[config.mk]
export PLATFORM = sky130hd
export DESIGN_NAME = demux_stage
export DESIGN_NICKNAME = d
export VERILOG_FILES = /design/src/rtl/demux_stage.sv
export SDC_FILE = /design/constraint.sdc
export NUM_CORES = 1
export LEC_CHECK = 0
export CAP_MARGIN = 20
export CELL_PAD_IN_SITES_DETAIL_PLACEMENT = 2
export CELL_PAD_IN_SITES_GLOBAL_PLACEMENT = 2
export CORE_MARGIN = 2
export CORE_UTILIZATION = 33
export CTS_CLUSTER_DIAMETER = 50
export DETAILED_ROUTE_END_ITERATION = 8
export PLACE_DENSITY = 0.86
export SYNTH_ARGS = -nofsm -noshare
export SYNTH_HDL_FRONTEND = slang
export SYNTH_SLANG_ARGS = --single-unit
[constraint.sdc]
create_clock -name i_clk -period 11.53 [get_ports i_clk]
set_input_delay 1.153 -clock i_clk [delete_from_list [all_inputs] [get_ports i_clk]]
set_output_delay 1.153 -clock i_clk [all_outputs]
set_load 0.05 [all_outputs]
[src/rtl/demux_stage.sv]
// demux_stage: registered 1-to-NUM_OUTPUTS valid/ready demultiplexer with one holding register per lane.
// Latency: 1 cycle from accept to lane valid; o_error pulses the cycle after an out-of-range drop.
// Backpressure: o_ready follows only the selected lane (drain+reload keeps full rate); out-of-range selects are always taken and dropped.
// Optional build macro DEMUX_DROP_CNT_EN adds an 8-bit saturating drop counter on o_drop_count.
module demux_stage #(
  parameter int NUM_OUTPUTS = 4,
  parameter int DATA_WIDTH  = 32,
  localparam int SELECT_BITS = $clog2(NUM_OUTPUTS)
) (
  input  logic                              i_clk,
  input  logic                              i_rst,
  input  logic                              i_valid,
  output logic                              o_ready,
  input  logic [DATA_WIDTH-1:0]             i_data,
  input  logic [SELECT_BITS-1:0]            i_select,
  output logic [NUM_OUTPUTS-1:0]            o_valid,
  input  logic [NUM_OUTPUTS-1:0]            i_ready,
  output logic [NUM_OUTPUTS*DATA_WIDTH-1:0] o_data_bus,
  output logic                              o_error
`ifdef DEMUX_DROP_CNT_EN
  ,
  output logic [7:0]                        o_drop_count
`endif
);

  typedef enum logic {
    EMPTY = 1'b0,
    FULL  = 1'b1
  } lane_state_t;

  localparam logic [SELECT_BITS:0] NUM_LIM = (SELECT_BITS + 1)'(NUM_OUTPUTS);

  lane_state_t           lane_state [NUM_OUTPUTS];
  logic [DATA_WIDTH-1:0] lane_data  [NUM_OUTPUTS];
  logic [NUM_OUTPUTS-1:0] can_take;
  logic [NUM_OUTPUTS-1:0] load;
  logic                  sel_in_range;
  logic                  drop;

  assign sel_in_range = ({1'b0, i_select} < NUM_LIM);
  assign drop         = i_valid && !sel_in_range;

  // Per-lane space check, selected-lane ready and the one-hot lane load strobe.
  always_comb begin
    can_take = '0;
    load     = '0;
    o_ready  = !sel_in_range;
    for (int k = 0; k < NUM_OUTPUTS; k++) begin
      can_take[k] = (lane_state[k] == EMPTY) || i_ready[k];
      if (i_select == SELECT_BITS'(k)) begin
        o_ready = can_take[k];
        load[k] = i_valid && can_take[k];
      end
    end
  end

  // Lane holding registers: load on accept (even while draining), empty on drain, otherwise hold.
  always_ff @(posedge i_clk) begin
    if (i_rst) begin
      for (int k = 0; k < NUM_OUTPUTS; k++) begin
        lane_state[k] <= EMPTY;
        lane_data[k]  <= '0;
      end
    end else begin
      for (int k = 0; k < NUM_OUTPUTS; k++) begin
        if (load[k]) begin
          lane_state[k] <= FULL;
          lane_data[k]  <= i_data;
        end else if (i_ready[k]) begin
          lane_state[k] <= EMPTY;
        end
      end
    end
  end

  // One-cycle error pulse following each dropped out-of-range transaction.
  always_ff @(posedge i_clk) begin
    if (i_rst) o_error <= 1'b0;
    else       o_error <= drop;
  end

  for (genvar g = 0; g < NUM_OUTPUTS; g++) begin : g_lane_out
    assign o_valid[g]                              = (lane_state[g] == FULL);
    assign o_data_bus[g*DATA_WIDTH +: DATA_WIDTH] = lane_data[g];
  end

`ifdef DEMUX_DROP_CNT_EN
  logic [7:0] drop_cnt;

  // Saturating count of dropped transactions; updates alongside the o_error pulse.
  always_ff @(posedge i_clk) begin
    if (i_rst)                         drop_cnt <= 8'd0;
    else if (drop && drop_cnt != 8'hFF) drop_cnt <= drop_cnt + 8'd1;
  end

  assign o_drop_count = drop_cnt;
`endif

endmodule

==> impl_metrics.json, run 1 <==
{
  "synth.most_common_cell": "edfxtp_1",
  "ir_drop_v": 0.000125,
  "power_density_mw_per_mm2": 173,
  "worst_pin_slew_ps": 1090,
  "grt_pass1_wl_mm": 28.4,
  "routed.top_layer": "met4",
  "clock-root-buffer": "clkbuf_16",
  "async_reset_ff_share_pct": 0,
  "finalHoldViolCount": 0,
  "yosysWarningCount": 0,
  "cts_resized": 0,
  "core_area_mm2": 0.0165,
  "dpl.hpwl_mm": 12.3,
  "post_drt_via_cell_ratio": 5.17,
  "synthesis.area_mm2": 0.00554,
  "fin_crit_sh_pct": 37.7,
  "critical_path.startpoint": "i_select[1]",
  "std_cell_rows": 47,
  "post-place-cells": 727,
  "hp-start": "lane_state[2]",
  "nNetsFinal": 568,
  "die-area_mm2": 0.0178,
  "ys_seq_area_share_pct": 71.6,
  "setup_viol": 0,
  "slowest_stage": "clkdlybuf4s50_1",
  "cp.required_ps": 10380,
  "port_buffers": 173,
  "cts.path.max_buffers": 2,
  "leakagePower_nw": 2.75,
  "post-cts-setup-buffer-count": 0,
  "crit_top_cell": "clkdlybuf4s50_1",
  "slew_violations": 0,
  "wl_met1_mm": 7.53,
  "yosysUniqueCellTypes": 23,
  "critPathMaxStageDelay_ps": 860,
  "path_max_fanout": 10,
  "skew_ps": 7.57,
  "fin_cells": 760,
  "io_pins": 175,
  "place_area_mm2": 0.00741,
  "grt-ovfl-total": 0,
  "synth_top_area_share_pct": 71.6,
  "path_class": "input port to primary output",
  "met3WireLength_mm": 1.07,
  "htree_levels": 4,
  "syn_inst": 376,
  "drc_errors": 0,
  "cp-end-kind": "primary output",
  "hold_path_class": "flip-flop to flip-flop",
  "routedWlPerCell_um": 24.9,
  "post-route-min-period_ps": 4350,
  "groute.usage.overall_pct": 21.9,
  "syn_area_per_cell_um2": 14.7,
  "grt_start_max_net_pins": 55,
  "insertion_delay_ps": 420,
  "cts_sinks": 132,
  "wl_met2_mm": 10.0,
  "ys_seq_elements": 132,
  "wl_mm": 18.9,
  "cts_hold_buf": 0,
  "status": "complete, no violations",
  "start_kind": "input port",
  "r2r_start": "lane_state[3]",
  "path_clk_slew_ps": 60,
  "setup_tns_ps": 0,
  "grt_pass1_vias": 4382,
  "num_vias": 3931,
  "yosys-top-cells-count": "132 x edfxtp_1, 70 x nor4_1, 35 x nor3_1",
  "first_pass_iters": 4,
  "grt_setup_unrepaired": "no",
  "insertedDiodeCount": 0,
  "final_area_mm2": 0.00807,
  "gp_congestion": 0.762,
  "max_slew_margin_pct": 27.0,
  "start_util_pct": 33.6,
  "areaGrowthSynthToFinish_pct": 45.8,
  "cts_tree": "built",
  "drive_above_1_share_pct": 14.3,
  "antenna_found_initial": 0,
  "clock.fmax_mhz": 230,
  "critical_path_arrival_ps": 3200,
  "dieWidth_um": 134,
  "drt_iter0_markers": 180,
  "synth_nets": 417,
  "netlist.top_cell.by_area": "edfxtp_1",
  "die_height_um": 134,
  "ant_nets": 0,
  "synth_edf_count": 132,
  "synth_area_leaders": "edfxtp_1 72%, nor4_1 7.9%, nor4_2 5.6%",
  "crit_chain": "clkdlybuf4s50_1, and4b_1, nor4_1, clkdlybuf4s50_1",
  "maxCapViolations": 0,
  "cts_inserted_buffers": 17,
  "synth-main-ff-cell": "edfxtp_1"
}
-- final cells by class --
class	count	area, um^2
sequential	132	3960
tap	220	275
clock buffer	18	429
timing repair buffer	181	1820
clock inverter	14	209
inverter	34	128
multi-input combinational	161	1240
fill	1585	8390
-- path summary, 6_finish.rpt --
kind	cells after the start	end	slack, ps
max reg2reg	3	lane_data[3][3]	9250
max	4	o_ready	7180
min reg2reg	1	lane_state[2]	700
min	1	lane_state[2]	700
-- worst max-delay path, delay by kind of cell --
kind	cells	cell delay, ps
buffers and inverters	2	1430
AND/OR/NAND/NOR	2	610
-- through the flow --
step	worst slack [ps]	power (mW)	hold WS, ps	util (%)
after global placement	7230	0.805	685	44.9
after CTS	7190	1.41	698	48.9
final	7180	1.40	696	49.0
after global routing	7090	1.44	735	49.0
after detailed placement	7210	0.815	680	45.0
after floorplan	6850	0.724	606	-
-- sequential cells by signal, indices dropped and copies added (netlist names) --
name / count
lane_state: 4
lane_data: 128
-- per-layer routing --
layer / track usage [%] / up-vias
met4: 6.32 / 0
met2: 39.1 / 146
met5: 0 / -
met1: 25.5 / 2014
li1: - / 1752
met3: 6.32 / 19
-- cell usage in the layout (no fill, tap or decap), types with 2 or more instances in the layout --
master and n:
buf_4 6, bufinv_16 5, clkbuf_16 17, clkdlybuf4s50_1 173, clkinv_2 3, clkinvlp_4 3
edfxtp_1 132, inv_1 34, nand2b_2 2, nor2_1 5, nor2b_4 4, nor3_1 35
nor4_1 70, nor4_2 25, nor4_4 2, nor4bb_1 2, o21ai_0 2, o21ai_4 2
o31ai_1 2, o31ai_4 2
-- power breakdown --
part | leakage [nW] | switching, mW | internal, mW | total [mW]
Clock | 0.304 | 0.212 | 0.382 | 0.594
Combinational | 1.07 | 0.167 | 0.0673 | 0.235
Sequential | 1.37 | 0.0123 | 0.558 | 0.570
-- kinds of logic (layout without fill, tap and decap cells) --
family | count (synthesis) | after routing | synth area share [%]
AOI/OAI and AO/OA | 8 | 8 | 0.904
buffers and inverters | 83 | 247 | 7.64
DFF | 132 | 132 | 71.6
other | 1 | 1 | 0.0677
and+or+nand+nor | 152 | 152 | 19.8
Note: power is estimated with default switching activity, not from simulation.
==> run 2, diff against run 1 <==
Settings changed: CORE_UTILIZATION 33 to 31, PLACE_DENSITY 0.86 to 0.82.
Clock period 11.53 ns to 4.3 ns, I/O delays scaled along.
==> run 2 against run 1 <==
  * Sequential power grew to 2.7 times the previous value
  * Critical path depth unchanged
  * Sequential share of layout area down 0.23 points
  * Count of clock-buffer cells in the layout grew 1
  * Sequential cell count stayed put
  * Combinational power rose to 2.7 times the previous value
  * Largest cell class unchanged
  * Largest power group unchanged
  * Global-route usage is 2.0 points lower
  * Register-to-register slack lost 7100 ps
==> impl_metrics.json, run 2 (synthesis results as in run 1) <==
{
  "status": "complete, no violations",
  "hp-start": "lane_state[3]",
  "grt-ovfl-total": 0,
  "place_area_mm2": 0.00742,
  "nNetsFinal": 571,
  "path_class": "input port to primary output",
  "first_pass_iters": 4,
  "drt_iter0_markers": 223,
  "cts_resized": 0,
  "grt_setup_unrepaired": "no",
  "areaGrowthSynthToFinish_pct": 46.5,
  "drive_above_1_share_pct": 14.6,
  "clock.fmax_mhz": 343,
  "place_ws_ps": 1400,
  "top_register": "lane_data",
  "ant_nets": 0,
  "nFillCells": 1629,
  "final_area_mm2": 0.00811,
  "worst_pin_slew_ps": 991,
  "htree_levels": 4,
  "reg.largest.list": "lane_data x128, lane_state x4",
  "leakagePower_nw": 2.77,
  "num_vias": 4014,
  "hold_path_class": "flip-flop to flip-flop",
  "wl_mm": 18.3,
  "holdWs_ps": 698,
  "fin_crit_sh_pct": 67.8,
  "dpl.hpwl_mm": 11.8,
  "timing.rr.end": "lane_data[2][27]",
  "routedWlPerCell_um": 23.8,
  "setup_viol": 0,
  "std_cell_rows": 48,
  "grt_start_max_net_pins": 58,
  "cp-end-kind": "primary output",
  "largest_register_ffs": 128,
  "critical_path_arrival_ps": 2490,
  "r2r_start": "lane_state[2]",
  "max_slew_margin_pct": 33.8,
  "post_drt_via_cell_ratio": 5.23,
  "path_max_fanout": 10,
  "finish.utilization_pct": 46.7,
  "antenna_found_initial": 0,
  "io_pins": 175,
  "drc_errors": 0,
  "cts_tree": "built",
  "clock-root-buffer": "clkbuf_16",
  "dieWidth_um": 138,
  "skew_ps": 11.5,
  "r2r_setup_slack_ps": 2170,
  "hold_end": "lane_state[3]",
  "multi_input_area_mm2": 0.00124,
  "power_density_mw_per_mm2": 463,
  "cts_hold_buf": 0,
  "ir_drop_v": 0.000266,
  "maxCapViolations": 0,
  "setup_slack_ps": 1380,
  "port_buffers": 173,
  "die-area_mm2": 0.0189,
  "path_clk_slew_ps": 60,
  "insertion_delay_ps": 420,
  "finalHoldViolCount": 0,
  "post-cts-setup-buffer-count": 0,
  "post-route-min-period_ps": 2920,
  "layout_common_cells": "173 x clkdlybuf4s50_1, 132 x edfxtp_1, 70 x nor4_1, 35 x nor3_1, 34 x inv_1",
  "insertedDiodeCount": 0,
  "slew_violations": 0,
  "core_area_mm2": 0.0174,
  "cts_inserted_buffers": 17,
  "gp_congestion": 0.768,
  "grt_pass1_vias": 4273,
  "setup_tns_ps": 0,
  "rr_worst_depth": 3,
  "groute.usage.overall_pct": 19.9,
  "start_kind": "input port",
  "final_common_cell": "clkdlybuf4s50_1",
  "cts.path.max_buffers": 2,
  "regArea_mm2": 0.00396,
  "hold_depth": 1,
  "cts_sinks": 132,
  "cp.required_ps": 3870,
  "grt_pass1_wl_mm": 27.1,
  "die_height_um": 138,
  "start_util_pct": 31.9
}
-- run 2: cell count changes in the layout (fill, tap and decap cells not counted), sizes merged --
cell | previous run | this run
inv | 35 | 34
clkinvlp | 3 | 1
buf | 8 | 11
clkinv | 5 | 6
clkbuf | 18 | 19
-- run 2: per-stage QoR --
step	cells	power, mW
final	767	3.75
after global routing	767	3.86
after CTS	765	3.77
after detailed placement	734	2.18
after global placement	734	2.16
after floorplan	376	1.94
-- run 2: critical path, stage by stage --
cell and delay (ps):
clkdlybuf4s50_1 580, and4b_1 300, nor4_1 310, clkdlybuf4s50_1 870
-- run 2: layout make-up --
cell class,instances,area share (%)
sequential,132,48.9
timing repair buffer,184,22.9
multi-input combinational,161,15.3
clock buffer,19,5.34
tap,225,3.47
clock inverter,12,2.55
inverter,34,1.57
-- run 2: worst max path at each step --
stage,from,slack [ps],depth (start not counted),endpoint
2_1_floorplan,i_select[0],340,5,lane_data[0][0]
3_3_place_gp,i_select[1],1430,4,o_ready
3_5_place_dp,i_select[1],1400,4,o_ready
4_1_cts,i_select[1],1380,4,o_ready
5_1_grt,i_select[1],1290,4,o_ready
6_report,i_select[1],1380,4,o_ready
-- run 2: metal layers --
| metal | share of wire (%) | routed length [um] | track usage [%] | vias up |
|---|---|---|---|---|
| met3 | 6.6 | 1210 | 4.97 | 20 |
| met1 | 42 | 7600 | 25.4 | 2040 |
| met2 | 50 | 9180 | 33.9 | 188 |
| met5 | 0 | 0 | 0 | - |
| met4 | 1.5 | 276 | 4.98 | 0 |
| li1 | - | - | - | 1766 |
-- run 2: power by group --
part / leakage, nW / internal, mW / switching (mW)
Sequential: 1.37 / 1.50 / 0.0344
Clock: 0.307 / 1.03 / 0.566
Combinational: 1.09 / 0.183 / 0.444
==> run 3, diff against run 2 <==
Settings changed: CORE_UTILIZATION 31 to 28, PLACE_DENSITY 0.82 to 0.78.
Clock period 4.3 ns to 2.47 ns, I/O delays scaled along.
==> run 3 against run 2 <==
  * Die area increased by 10%
  * Largest cell class unchanged
  * Via count decreased by 1.4%
  * Critical path type unchanged
  * Sequential power increased by 74%
==> impl_metrics.json, run 3 (synthesis results as in run 1) <==
{
  "post-cts-setup-buffer-count": 0,
  "nFillCells": 1893,
  "drt_iter0_markers": 161,
  "ant_nets": 0,
  "cp.required_ps": 2220,
  "largest_register_ffs": 128,
  "timing.rr.end": "lane_data[2][27]",
  "status": "complete, no violations",
  "regArea_mm2": 0.00396,
  "groute.usage.overall_pct": 18.0,
  "cts_tree": "built",
  "num_vias": 3959,
  "cts_resized": 0,
  "cts_sinks": 132,
  "slowest_stage": "clkdlybuf4s50_1",
  "std_cell_rows": 51,
  "top_register": "lane_data",
  "r2r_start": "lane_state[2]",
  "antenna_found_initial": 0,
  "gp_congestion": 0.724,
  "grt_pass1_vias": 4345,
  "dieWidth_um": 145,
  "hp-start": "i_data[13]",
  "drc_errors": 0,
  "critPathMaxStageDelay_ps": 580,
  "areaGrowthSynthToFinish_pct": 47.2,
  "die-area_mm2": 0.0209,
  "worst_pin_slew_ps": 582,
  "start_kind": "input port",
  "holdWs_ps": 603,
  "multi_input_area_mm2": 0.00124,
  "path_max_fanout": 10,
  "setup_tns_ps": 0,
  "clock.fmax_mhz": 487,
  "fin_crit_sh_pct": 83.1,
  "die_height_um": 145,
  "finalHoldViolCount": 0,
  "power.share.clock_pct": 37.6,
  "setup_viol": 0,
  "post_drt_via_cell_ratio": 4.84,
  "start_util_pct": 28.5,
  "hold_end": "lane_data[3][13]",
  "worst-path-buf-inv": 2,
  "nNetsFinal": 581,
  "slew_violations": 0,
  "p_int_mw": 4.22,
  "grt_start_max_net_pins": 43,
  "hold_depth": 3,
  "path_clk_slew_ps": 60,
  "cts_inserted_buffers": 17,
  "rr_worst_depth": 3,
  "wl_mm": 18.3,
  "routedWlPerCell_um": 22.4,
  "power_density_mw_per_mm2": 742,
  "clock-root-buffer": "clkbuf_16",
  "finish.utilization_pct": 41.9,
  "path_class": "input port to primary output",
  "cts.path.max_buffers": 2,
  "max_slew_margin_pct": 61.1,
  "p_sw_share_pct": 30.2,
  "place_area_mm2": 0.00762,
  "power_switching_mw": 1.82,
  "skew_ps": 6.25,
  "cts_hold_buf": 0,
  "p_total_mw": 6.05,
  "pwr-share-seq_pct": 44.0,
  "htree_levels": 4,
  "crit_family": "buffers and inverters",
  "ir_drop_v": 0.000442,
  "r2r_setup_slack_ps": 790,
  "final_common_cell": "clkdlybuf4s50_1",
  "core_area_mm2": 0.0195,
  "grt-ovfl-total": 0,
  "grt_setup_unrepaired": "no",
  "first_pass_iters": 4,
  "insertedDiodeCount": 0,
  "layout_common_cells": "172 x clkdlybuf4s50_1, 132 x edfxtp_1, 70 x nor4_1, 35 x nor3_1, 34 x inv_1",
  "critical_path_arrival_ps": 1810,
  "hold_path_class": "input port to flip-flop",
  "cp-end-kind": "primary output",
  "crit_chain": "clkdlybuf4s50_1, and4b_1, nor4_1, buf_12",
  "grt_pass1_wl_mm": 27.1,
  "insertion_delay_ps": 420,
  "port_buffers": 173,
  "final_area_mm2": 0.00815,
  "post-route-min-period_ps": 2050,
  "leakagePower_nw": 2.76,
  "combPwrFrac_pct": 18.4,
  "reg.largest.list": "lane_data x128, lane_state x4",
  "io_pins": 175,
  "maxCapViolations": 0,
  "dpl.hpwl_mm": 12.9,
  "drive_above_1_share_pct": 16.6
}
-- run 3: cell count changes in the layout (fill, tap and decap cells not counted), moves of 2 or more --
cell        previous run  this run
clkinvlp_4             1         6
buf_12                 0         5
bufinv_16              5         0
buf_16                 2         0
inv_6                  0         2
buf_4                  9        17
-- run 3: worst min-delay path: stages --
cell and delay (ps):
clkdlybuf4s50_1 400, inv_1 120, nor3_1 70
-- run 3: cell type report --
cell class / count / share of cell area [%]
Clock inverter: 14 / 1.32
Tap cell: 265 / 4.07
Sequential cell: 132 / 48.6
Clock buffer: 18 / 5.26
Multi-Input combinational cell: 161 / 15.3
Timing Repair Buffer: 194 / 23.9
Inverter: 34 / 1.57
-- run 3: per-stage QoR --
stage	std cells	setup WS [ps]
final	818	417
after global routing	818	235
after CTS	818	385
after detailed placement	786	225
after global placement	786	380
after floorplan	376	102
-- run 3: how the worst max path moves through the flow --
stage	startpoint	to	slack, ps	cells after the start
final	i_select[1]	o_ready	420	4
after floorplan	i_select[0]	o_ready	100	3
after CTS	i_select[1]	o_ready	380	4
after global placement	i_select[1]	lane_data[0][20]	380	4
after detailed placement	i_select[0]	lane_data[2][27]	230	4
after global routing	i_select[1]	o_ready	240	4
-- run 3: routing by layer --
metal	share of wire (%)	track usage, %	vias to the layer above
met5	0	0	-
met4	2.1	6.69	0
met3	4.5	4.17	32
met2	53	32.4	142
met1	40	21.0	1998
li1	-	-	1787
-- run 3: power by group through the flow --
stage	registers, mW	logic, mW	clock network [mW]
after detailed placement	2.71	1.12	0
final	2.66	1.11	2.27
after global placement	2.70	1.09	0
after floorplan	3.13	0.246	0
after CTS	2.66	1.12	2.33
after global routing	2.67	1.16	2.43
